[src/rtl/mult_div_unit_pkg.sv]
// rtl/mult_div_unit_pkg.sv - operation codes and decode helper for the multiply/divide unit
package mult_div_unit_pkg;

  typedef logic [1:0] md_op_t;

  localparam md_op_t MD_MULT  = 2'd0;
  localparam md_op_t MD_MULTU = 2'd1;
  localparam md_op_t MD_DIV   = 2'd2;
  localparam md_op_t MD_DIVU  = 2'd3;

  typedef struct packed {
    logic is_div;
    logic is_signed;
  } md_ctl_t;

  function automatic md_ctl_t md_decode(input md_op_t op);
    md_ctl_t c;
    c = '0;
    case (op)
      MD_MULT:  c = '{is_div: 1'b0, is_signed: 1'b1};
      MD_MULTU: c = '{is_div: 1'b0, is_signed: 1'b0};
      MD_DIV:   c = '{is_div: 1'b1, is_signed: 1'b1};
      MD_DIVU:  c = '{is_div: 1'b1, is_signed: 1'b0};
    endcase
    return c;
  endfunction

endpackage

[src/rtl/mult_div_unit_if.sv]
// rtl/mult_div_unit_if.sv - controller-side bus of the multiply/divide unit
import mult_div_unit_pkg::*;

interface mult_div_unit_if;
  logic [31:0] a;
  logic [31:0] b;
  md_op_t      md_op;
  logic        start;
  logic        wr_hi;
  logic        wr_lo;
  logic [31:0] hi;
  logic [31:0] lo;
  logic        busy;
  logic        done;

  modport master (output a, b, md_op, start, wr_hi, wr_lo,
                  input  hi, lo, busy, done);
  modport slave  (input  a, b, md_op, start, wr_hi, wr_lo,
                  output hi, lo, busy, done);
endinterface

[src/rtl/mult_div_unit_sign_fix.sv]
// rtl/mult_div_unit_sign_fix.sv - conditional two's-complement negation (abs value / result sign fix)
module mult_div_unit_sign_fix #(
  parameter int W = 32
) (
  input  logic [W-1:0] x,
  input  logic         neg,
  output logic [W-1:0] y
);
  assign y = neg ? (~x + 1'b1) : x;
endmodule

[src/rtl/mult_div_unit.sv]
// rtl/mult_div_unit.sv - 33-cycle iterative MULT/MULTU/DIV/DIVU unit owning HI/LO
module mult_div_unit
  import mult_div_unit_pkg::*;
(
  input  logic          clk,
  input  logic          rst,
  mult_div_unit_if.slave bus
);
  localparam logic [1:0] S_IDLE = 2'd0;
  localparam logic [1:0] S_RUN  = 2'd1;
  localparam logic [1:0] S_FIX  = 2'd2;

  logic [1:0]  state;
  logic [4:0]  cnt;
  logic [63:0] acc;
  logic [31:0] opr;
  logic        is_div, neg_a, neg_b;
  logic [31:0] hi_q, lo_q;
  logic        busy_q, done_q;

  md_ctl_t     ctl;
  logic        in_neg_a, in_neg_b;
  logic [31:0] abs_a, abs_b;

  assign ctl      = md_decode(bus.md_op);
  assign in_neg_a = ctl.is_signed & bus.a[31];
  assign in_neg_b = ctl.is_signed & bus.b[31];

  mult_div_unit_sign_fix #(.W(32)) u_abs_a (.x(bus.a), .neg(in_neg_a), .y(abs_a));
  mult_div_unit_sign_fix #(.W(32)) u_abs_b (.x(bus.b), .neg(in_neg_b), .y(abs_b));

  // Multiply: acc holds {partial product, remaining multiplier bits}.
  // Divide:   acc holds {remainder, dividend shifting into quotient}.
  logic [32:0] mul_sum;
  logic [32:0] div_trial;
  logic [63:0] acc_step;

  always_comb begin
    mul_sum   = {1'b0, acc[63:32]} + (acc[0] ? {1'b0, opr} : 33'd0);
    div_trial = acc[63:31] - {1'b0, opr};
    if (is_div)
      acc_step = div_trial[32] ? {acc[62:0], 1'b0} : {div_trial[31:0], acc[30:0], 1'b1};
    else
      acc_step = {mul_sum, acc[31:1]};
  end

  logic [63:0] prod;
  logic [31:0] quo, rem;

  mult_div_unit_sign_fix #(.W(64)) u_prod (.x(acc),         .neg(neg_a ^ neg_b), .y(prod));
  mult_div_unit_sign_fix #(.W(32)) u_quo  (.x(acc[31:0]),   .neg(neg_a ^ neg_b), .y(quo));
  mult_div_unit_sign_fix #(.W(32)) u_rem  (.x(acc[63:32]),  .neg(neg_a),         .y(rem));

  always_ff @(posedge clk) begin
    if (rst) begin
      state  <= S_IDLE;
      cnt    <= '0;
      acc    <= '0;
      opr    <= '0;
      is_div <= 1'b0;
      neg_a  <= 1'b0;
      neg_b  <= 1'b0;
      hi_q   <= '0;
      lo_q   <= '0;
      busy_q <= 1'b0;
      done_q <= 1'b0;
    end else begin
      done_q <= 1'b0;
      case (state)
        S_IDLE: begin
          if (bus.start) begin
            state  <= S_RUN;
            busy_q <= 1'b1;
            cnt    <= '0;
            is_div <= ctl.is_div;
            neg_a  <= in_neg_a;
            neg_b  <= in_neg_b;
            opr    <= ctl.is_div ? abs_b : abs_a;
            acc    <= {32'd0, ctl.is_div ? abs_a : abs_b};
          end else begin
            if (bus.wr_hi) hi_q <= bus.a;
            if (bus.wr_lo) lo_q <= bus.a;
          end
        end
        S_RUN: begin
          acc <= acc_step;
          cnt <= cnt + 5'd1;
          if (cnt == 5'd31) state <= S_FIX;
        end
        S_FIX: begin
          state  <= S_IDLE;
          busy_q <= 1'b0;
          done_q <= 1'b1;
          if (is_div) begin
            // Divide by zero: remainder path already yields A; quotient forced to all ones.
            hi_q <= rem;
            lo_q <= (opr == 32'd0) ? 32'hFFFF_FFFF : quo;
          end else begin
            {hi_q, lo_q} <= prod;
          end
        end
        default: state <= S_IDLE;
      endcase
    end
  end

  assign bus.hi   = hi_q;
  assign bus.lo   = lo_q;
  assign bus.busy = busy_q;
  assign bus.done = done_q;

endmodule

[src/flat_wrapper.sv]
// flat-port wrapper written by rule: the top's interface ports become plain ports
module mult_div_unit_flat import mult_div_unit_pkg::*;
  (clk, rst, bus_a, bus_b, bus_md_op, bus_start, bus_wr_hi, bus_wr_lo, bus_hi, bus_lo, bus_busy, bus_done);
  mult_div_unit_if bus_i ();
  input  logic clk;
  input  logic rst;
  input wire logic [$bits(bus_i.a)-1:0] bus_a;
  input wire logic [$bits(bus_i.b)-1:0] bus_b;
  input wire logic [$bits(bus_i.md_op)-1:0] bus_md_op;
  input wire logic [$bits(bus_i.start)-1:0] bus_start;
  input wire logic [$bits(bus_i.wr_hi)-1:0] bus_wr_hi;
  input wire logic [$bits(bus_i.wr_lo)-1:0] bus_wr_lo;
  output wire logic [$bits(bus_i.hi)-1:0] bus_hi;
  output wire logic [$bits(bus_i.lo)-1:0] bus_lo;
  output wire logic [$bits(bus_i.busy)-1:0] bus_busy;
  output wire logic [$bits(bus_i.done)-1:0] bus_done;
  assign bus_i.a = bus_a;
  assign bus_i.b = bus_b;
  assign bus_i.md_op = bus_md_op;
  assign bus_i.start = bus_start;
  assign bus_i.wr_hi = bus_wr_hi;
  assign bus_i.wr_lo = bus_wr_lo;
  assign bus_hi = bus_i.hi;
  assign bus_lo = bus_i.lo;
  assign bus_busy = bus_i.busy;
  assign bus_done = bus_i.done;
  mult_div_unit u_core (.clk(clk), .rst(rst), .bus(bus_i));
endmodule
[config.mk]
export PLATFORM = sky130hd
export DESIGN_NAME = mult_div_unit_flat
export DESIGN_NICKNAME = d
export VERILOG_FILES = /design/src/rtl/mult_div_unit_pkg.sv /design/src/rtl/mult_div_unit_if.sv /design/src/rtl/mult_div_unit_sign_fix.sv /design/src/rtl/mult_div_unit.sv /design/src/flat_wrapper.sv
export SDC_FILE = /design/constraint.sdc
export NUM_CORES = 1
export LEC_CHECK = 0
export CORE_ASPECT_RATIO = 1.4
export CORE_UTILIZATION = 42
export CTS_BUF_LIST = sky130_fd_sc_hd__clkbuf_8
export DETAILED_ROUTE_END_ITERATION = 8
export DONT_BUFFER_PORTS = 1
export PLACE_DENSITY = 0.64
export SYNTH_ARGS = -nofsm -noshare
export SYNTH_HDL_FRONTEND = slang
export SYNTH_SLANG_ARGS = --single-unit
[constraint.sdc]
create_clock -name clk -period 4 [get_ports clk]
set_input_delay 0.6 -clock clk [delete_from_list [all_inputs] [get_ports clk]]
set_output_delay 0.6 -clock clk [all_outputs]
set_load 0.1 [all_outputs]
Word level (Yosys, flattened, before mapping). Index checks and enable logic that the tools add are counted.

Register bits: 172. Input bits: 71. Output and inout port bits: 66. Word-level logic and storage cells: 79.

$add $sub $neg: 8. Eq/ne operators: 11. Mux-type cells: 30. Bitwise operators: 8. Reduce and logical (&&, ||, !) cells: 11.

Operator list (count): $mux 32 (14); $mux 64 (4); $add 32x1->32 const B (4); $not 32->32 (4); $pmux 32 s2 (2); $pmux 64 s2 (1); $add 64x1->64 const B (1); $not 64->64 (1); $add 32x33->33 (1); $sub 33x32->33 (1); $logic_not 32->1 (1); $pmux 5 s2 (1); $ne 2x2->1 const B (4); $pmux 2 s4 (1); $reduce_and 2->1 (4); $eq 2x2->1 const B (3); $reduce_and 3->1 (2); $add 5x1->5 const B (1); $eq 5x5->1 const B (1); $mux 5 (1); $eq 2x1->1 const B (2); $logic_not 2->1 (2); $mux 2 (2); $pmux 2 s2 (1); 6 further kinds (9).

Depth between registers and ports, before layout.
Depth after elaboration: 7. Mapped depth: 14. Depth with buffers taken out: 12.

Modules after synthesis. From an unflattened synthesis, not the netlist that was laid out.

Cells, all modules: 2218. Area total of the unflattened synthesis: 17370.4 um2.

Modules (own cells, without submodules): mult_div_unit (instances 1, cells an instance 1616, area each 12613.3 um2, sequential area each 3443.3 um2); mult_div_unit_sign_fix (u_core.u_abs_a ...) (instances 4, cells an instance 99, area each 777.0 um2, sequential area each 0.0 um2); mult_div_unit_sign_fix (u_core.u_prod) (instances 1, cells an instance 206, area each 1649.1 um2, sequential area each 0.0 um2).

Worst setup path before layout. No wires, ideal clock.

Path kind: reg-to-reg. Start: register u_core.acc[31]. End: register u_core.acc[60]. Library setup time: 122 ps. Data arrival time: 3268 ps. Required time: 3878 ps. Setup slack: 610 ps. Cell stages (with the launch flop): 14. Path buffers: 2. Clock period less this slack: 3390 ps. Path through: dfxtp_1 clkbuf_1 inv_1 ha_1 fa_1 nand2b_1 a21oi_1 o21ai_0 a211o_1 a211o_2 nand3_2 buf_6 mux2_1 a221o_1.

Longest elaborated chain between the ends: 4.

Ends and longest elaborated chain: from (decl) (line mult_div_unit.sv:15) `logic [63:0] acc;`; from (signal assigned) (line mult_div_unit.sv:79) `acc <= {32'd0, ctl.is_div ? abs_a : abs_b};`; from (signal assigned) (line mult_div_unit.sv:86) `acc <= acc_step;`; $sub 33x32->33 (line mult_div_unit.sv:40) `div_trial = acc[63:31] - {1'b0, opr};`; $mux 64 (line mult_div_unit.sv:42) `acc_step = div_trial[32] ? {acc[62:0], 1'b0} : {div_trial[31:0], acc[30:0], 1'b1};`; $mux 64 (line mult_div_unit.sv:41) `if (is_div)`; $pmux 64 s2 (line mult_div_unit.sv:69) `case (state)`.

Every way passes these cells. A chain may end at the register's enable or synchronous reset.

Final worst setup path.
Start: register u_core.opr[1]. End: register u_core.acc[57].

Longest elaborated chain between the ends: 4. Elaborated cells on any way between the ends: 6. Classes of those cells: 2 x add/sub; 4 x mux.

Ends and longest elaborated chain: from (decl) (line mult_div_unit.sv:16) `logic [31:0] opr;`; from (signal assigned) (line mult_div_unit.sv:78) `opr <= ctl.is_div ? abs_b : abs_a;`; $mux 32 or $sub 33x32->33 (tied branches) (line mult_div_unit.sv:39, mult_div_unit.sv:40); $add 32x33->33 or $mux 64 (tied branches) (line mult_div_unit.sv:39, mult_div_unit.sv:42); $mux 64 (*) (line mult_div_unit.sv:41); $pmux 64 s2 (*) (line mult_div_unit.sv:69).

Every way passes the cells marked *; elsewhere a longest branch is shown, timed or not.

==> results.sh <==
export IMPL_first_iter_violations=1627
export IMPL_port_buffers=0
export IMPL_synth_top_cell_area_share_pct=22.6
export IMPL_die_width_um=163
export IMPL_timing_worst_slew_pin_value_ns=1.11
export IMPL_clock_tree_from_tritoncts="built"
export IMPL_cts_buffers=17
export IMPL_critical_path_endpoint="u_core.acc[57]"
export IMPL_maxClockFrequency_mhz=258
export IMPL_routed_wl_um=61500
export IMPL_yosysUniqueCellTypes=84
export IMPL_final_min_period_over_clock_period_pct=97.0
export IMPL_fp_dieArea_um2=37100
export IMPL_share_of_cells_above_drive_strength_1_pct=6.49
export IMPL_outcome="complete, no violations"
export IMPL_netlist_top_cells_area="dfxtp_1 (23%), a21oi_1 (5.8%), ha_1 (5.7%), nand2_1 (5.3%), nor2_1 (5.1%)"
export IMPL_postCtsSetupBuffers=0
export IMPL_path_delay_family="compound AO/OA/AOI/OAI gates"
export IMPL_router_iterations_before_antenna_repair=6
export IMPL_synth_async_reset_ratio_pct=0
export IMPL_synth_edf_count=0
export IMPL_antenna_found_initial=0
export IMPL_cts_repair_resized=0
export IMPL_grt_pass1_wl_um=90700
export IMPL_timing_critical_path_cells="inv_1 -> ha_1 -> nor2b_1 -> o31ai_1 -> buf_4 -> a2111oi_0 -> o311a_1 -> o21ai_0 -> a21o_1 -> a2111oi_0 -> a21oi_1"
export IMPL_area_growth_pct=5.92
export IMPL_power_mw=5.38
export IMPL_avgViaCountPerCell=6.50
export IMPL_route_vias_total=16100
export IMPL_source_of_the_worst_register_to_register_timing_path="u_core.opr[1]"
export IMPL_r2r_end="u_core.acc[57]"
export IMPL_antennaDiodeCount=0
export IMPL_post_synth_inst_count=2076
export IMPL_drt_wirelength_per_cell_um=24.8
export IMPL_worstSetupStartpoint="u_core.opr[1]"
export IMPL_rsz0062_at_grt="false"
export IMPL_slowest_delay_ns=0.77
export IMPL_timing_setup_tns_ns=0
export IMPL_timing_final_crit_period_ns=3.88
export IMPL_yosys_top_cells_count="nand2_1 (215), nor2_1 (208), a21oi_1 (178)"
export IMPL_critical_path_most_common_cell="a2111oi_0"
export IMPL_ctsRootBufferMaster="clkbuf_8"
export IMPL_number_of_global_route_vias_before_repair=14900
export IMPL_grt_start_max_net_pins=119
export IMPL_post_dp_hpwl_um=47500
export IMPL_synth_top_area_cell="dfxtp_1"
export IMPL_number_of_cells_on_the_worst_reg_to_reg_path=11
export IMPL_drc=0
export IMPL_worstPathBufferInverterCount=2
export IMPL_top_level_pins=137
export IMPL_critPathLaunchType="register"
export IMPL_cellPowerDensity_nw_per_um2=333
export IMPL_maxSlewViolCount=0
export IMPL_clkSlewWorstSetupHoldPaths_ns=0.12
export IMPL_track_usage_pct=32.6
export IMPL_peakVddDrop_uv=200
export IMPL_cts_hold_buffers=0
export IMPL_setup_reg_to_reg_worst_slack_ns=0.12
export IMPL_count_of_warnings_emitted_by_yosys=0
export IMPL_required_ns=4.39
export IMPL_synthFlopType="dfxtp_1"
export IMPL_netlist_area_um2=15300
export IMPL_clock_insertion_delay_worst_skew_ns=0.53
export IMPL_clockBufferDepth=2
export IMPL_grt_overflow=0
export IMPL_final_antenna_net_count=0
export IMPL_num_rows=82
export IMPL_worst_clock_skew_ns=0.0364
export IMPL_worstHoldPathType="input pin to register"
export IMPL_gp_congestion=0.997
export IMPL_critPathSlowestCell="a2111oi_0"
export IMPL_net_count_final=2148
export IMPL_timing_max_cap_violations=0
export IMPL_setup_viol=0
export IMPL_finalHoldViolations=0
export IMPL_cp_arrival_ns=4.27
export IMPL_critical_path_cell_count=11
export IMPL_synthesis_area_per_instance_um2=7.35
export IMPL_worst_setup_path_type="register to register"
export IMPL_critical_path_peak_fanout=5
export IMPL_cts_htree_levels=4
export IMPL_initial_utilization_pct=42.6
export IMPL_floorplan_core_area_um2=35800
export IMPL_ys_seq_area_share_pct=22.6
export IMPL_synth_net_count=2219
export IMPL_yosysMostFrequentCell="nand2_1"
export IMPL_worst_setup_path_end_kind="register"
export IMPL_dieHeight_um=228
export IMPL_postSynthRegisterBits=172
export IMPL_slew_limit_headroom_pct=26.1
export IMPL_cts_sink_count=172
export IMPL_power_static_leakage_nw=6.30
-- layer usage --
layer	global-route usage (%)	routed length [µm]	share of wire (%)	vias up
li1	-	-	-	7531
met4	22.7	4530	7.4	0
met1	38.7	23700	39	7705
met5	0	0	0	-
met3	4.90	3790	6.2	186
met2	53.8	29500	48	709
-- stage by stage --
| step | worst slack (ns) | cell area [µm²] | std cells | util [%] | hold slack [ns] |
|---|---|---|---|---|---|
| floorplan | 0.610 | 15300 | 2076 | - | 0.429 |
| global placement | 0.259 | 15800 | 2448 | 44.0 | 0.440 |
| detailed placement | 0.246 | 15800 | 2448 | 44.0 | 0.445 |
| CTS | 0.232 | 16200 | 2480 | 45.1 | 0.115 |
| global route | 0.0697 | 16200 | 2480 | 45.1 | 0.126 |
| finish | 0.119 | 16200 | 2480 | 45.1 | 0.158 |
-- sequential cells by signal, indices dropped and copies added, names as in the netlist --
signal,cells
u_core.neg_b,1
u_core.is_div,1
u_core.bus.hi,32
u_core.cnt,5
u_core.bus.done,1
u_core.bus.busy,1
u_core.state,2
u_core.bus.lo,32
u_core.opr,32
u_core.acc,64
u_core.neg_a,1
-- power breakdown --
group / switching (mW) / internal, mW
clock network: 0.839 / 0.473
logic: 1.16 / 0.689
registers: 0.398 / 1.82
-- worst min path at each step --
stage / from / to / cells past startpoint
after global routing: rst / u_core.bus.lo[6] / 1
after detailed placement: u_core.opr[19] / u_core.opr[19] / 2
after floorplan: u_core.cnt[3] / u_core.cnt[3] / 1
after global placement: u_core.opr[19] / u_core.opr[19] / 2
final: rst / u_core.bus.lo[29] / 1
after CTS: rst / u_core.bus.lo[16] / 1
-- cell type report --
cell class	count	area, µm²
multi-input cells	1697	11000
fillers	3665	19600
inverters	58	218
clock inverters	15	170
well taps	462	578
flip-flops and latches	172	3450
repair buffers	59	468
clock buffers	17	234
-- layout by cell type, fill, tap and decap left out, types with 38 or more instances in the layout --
cell type	n
a21oi_1	178
ha_1	70
a211oi_1	65
nand2_1	215
mux2i_1	59
nand3_1	38
a21o_1	46
buf_4	57
nor3_1	46
xnor2_1	80
inv_1	57
dfxtp_1	171
o221ai_1	47
nor2_1	207
xor2_1	84
o21ai_0	116
-- cells by family after synthesis --
group	count (synthesis)	share of synthesized area, %
buf+inv	207	5.31
xor+xnor	164	9.41
flops	172	22.6
compound gates	693	30.4
mux	65	4.31
fa+ha+maj	72	6.00
simple gates	703	22.0
(Power assumes the default switching activity.)
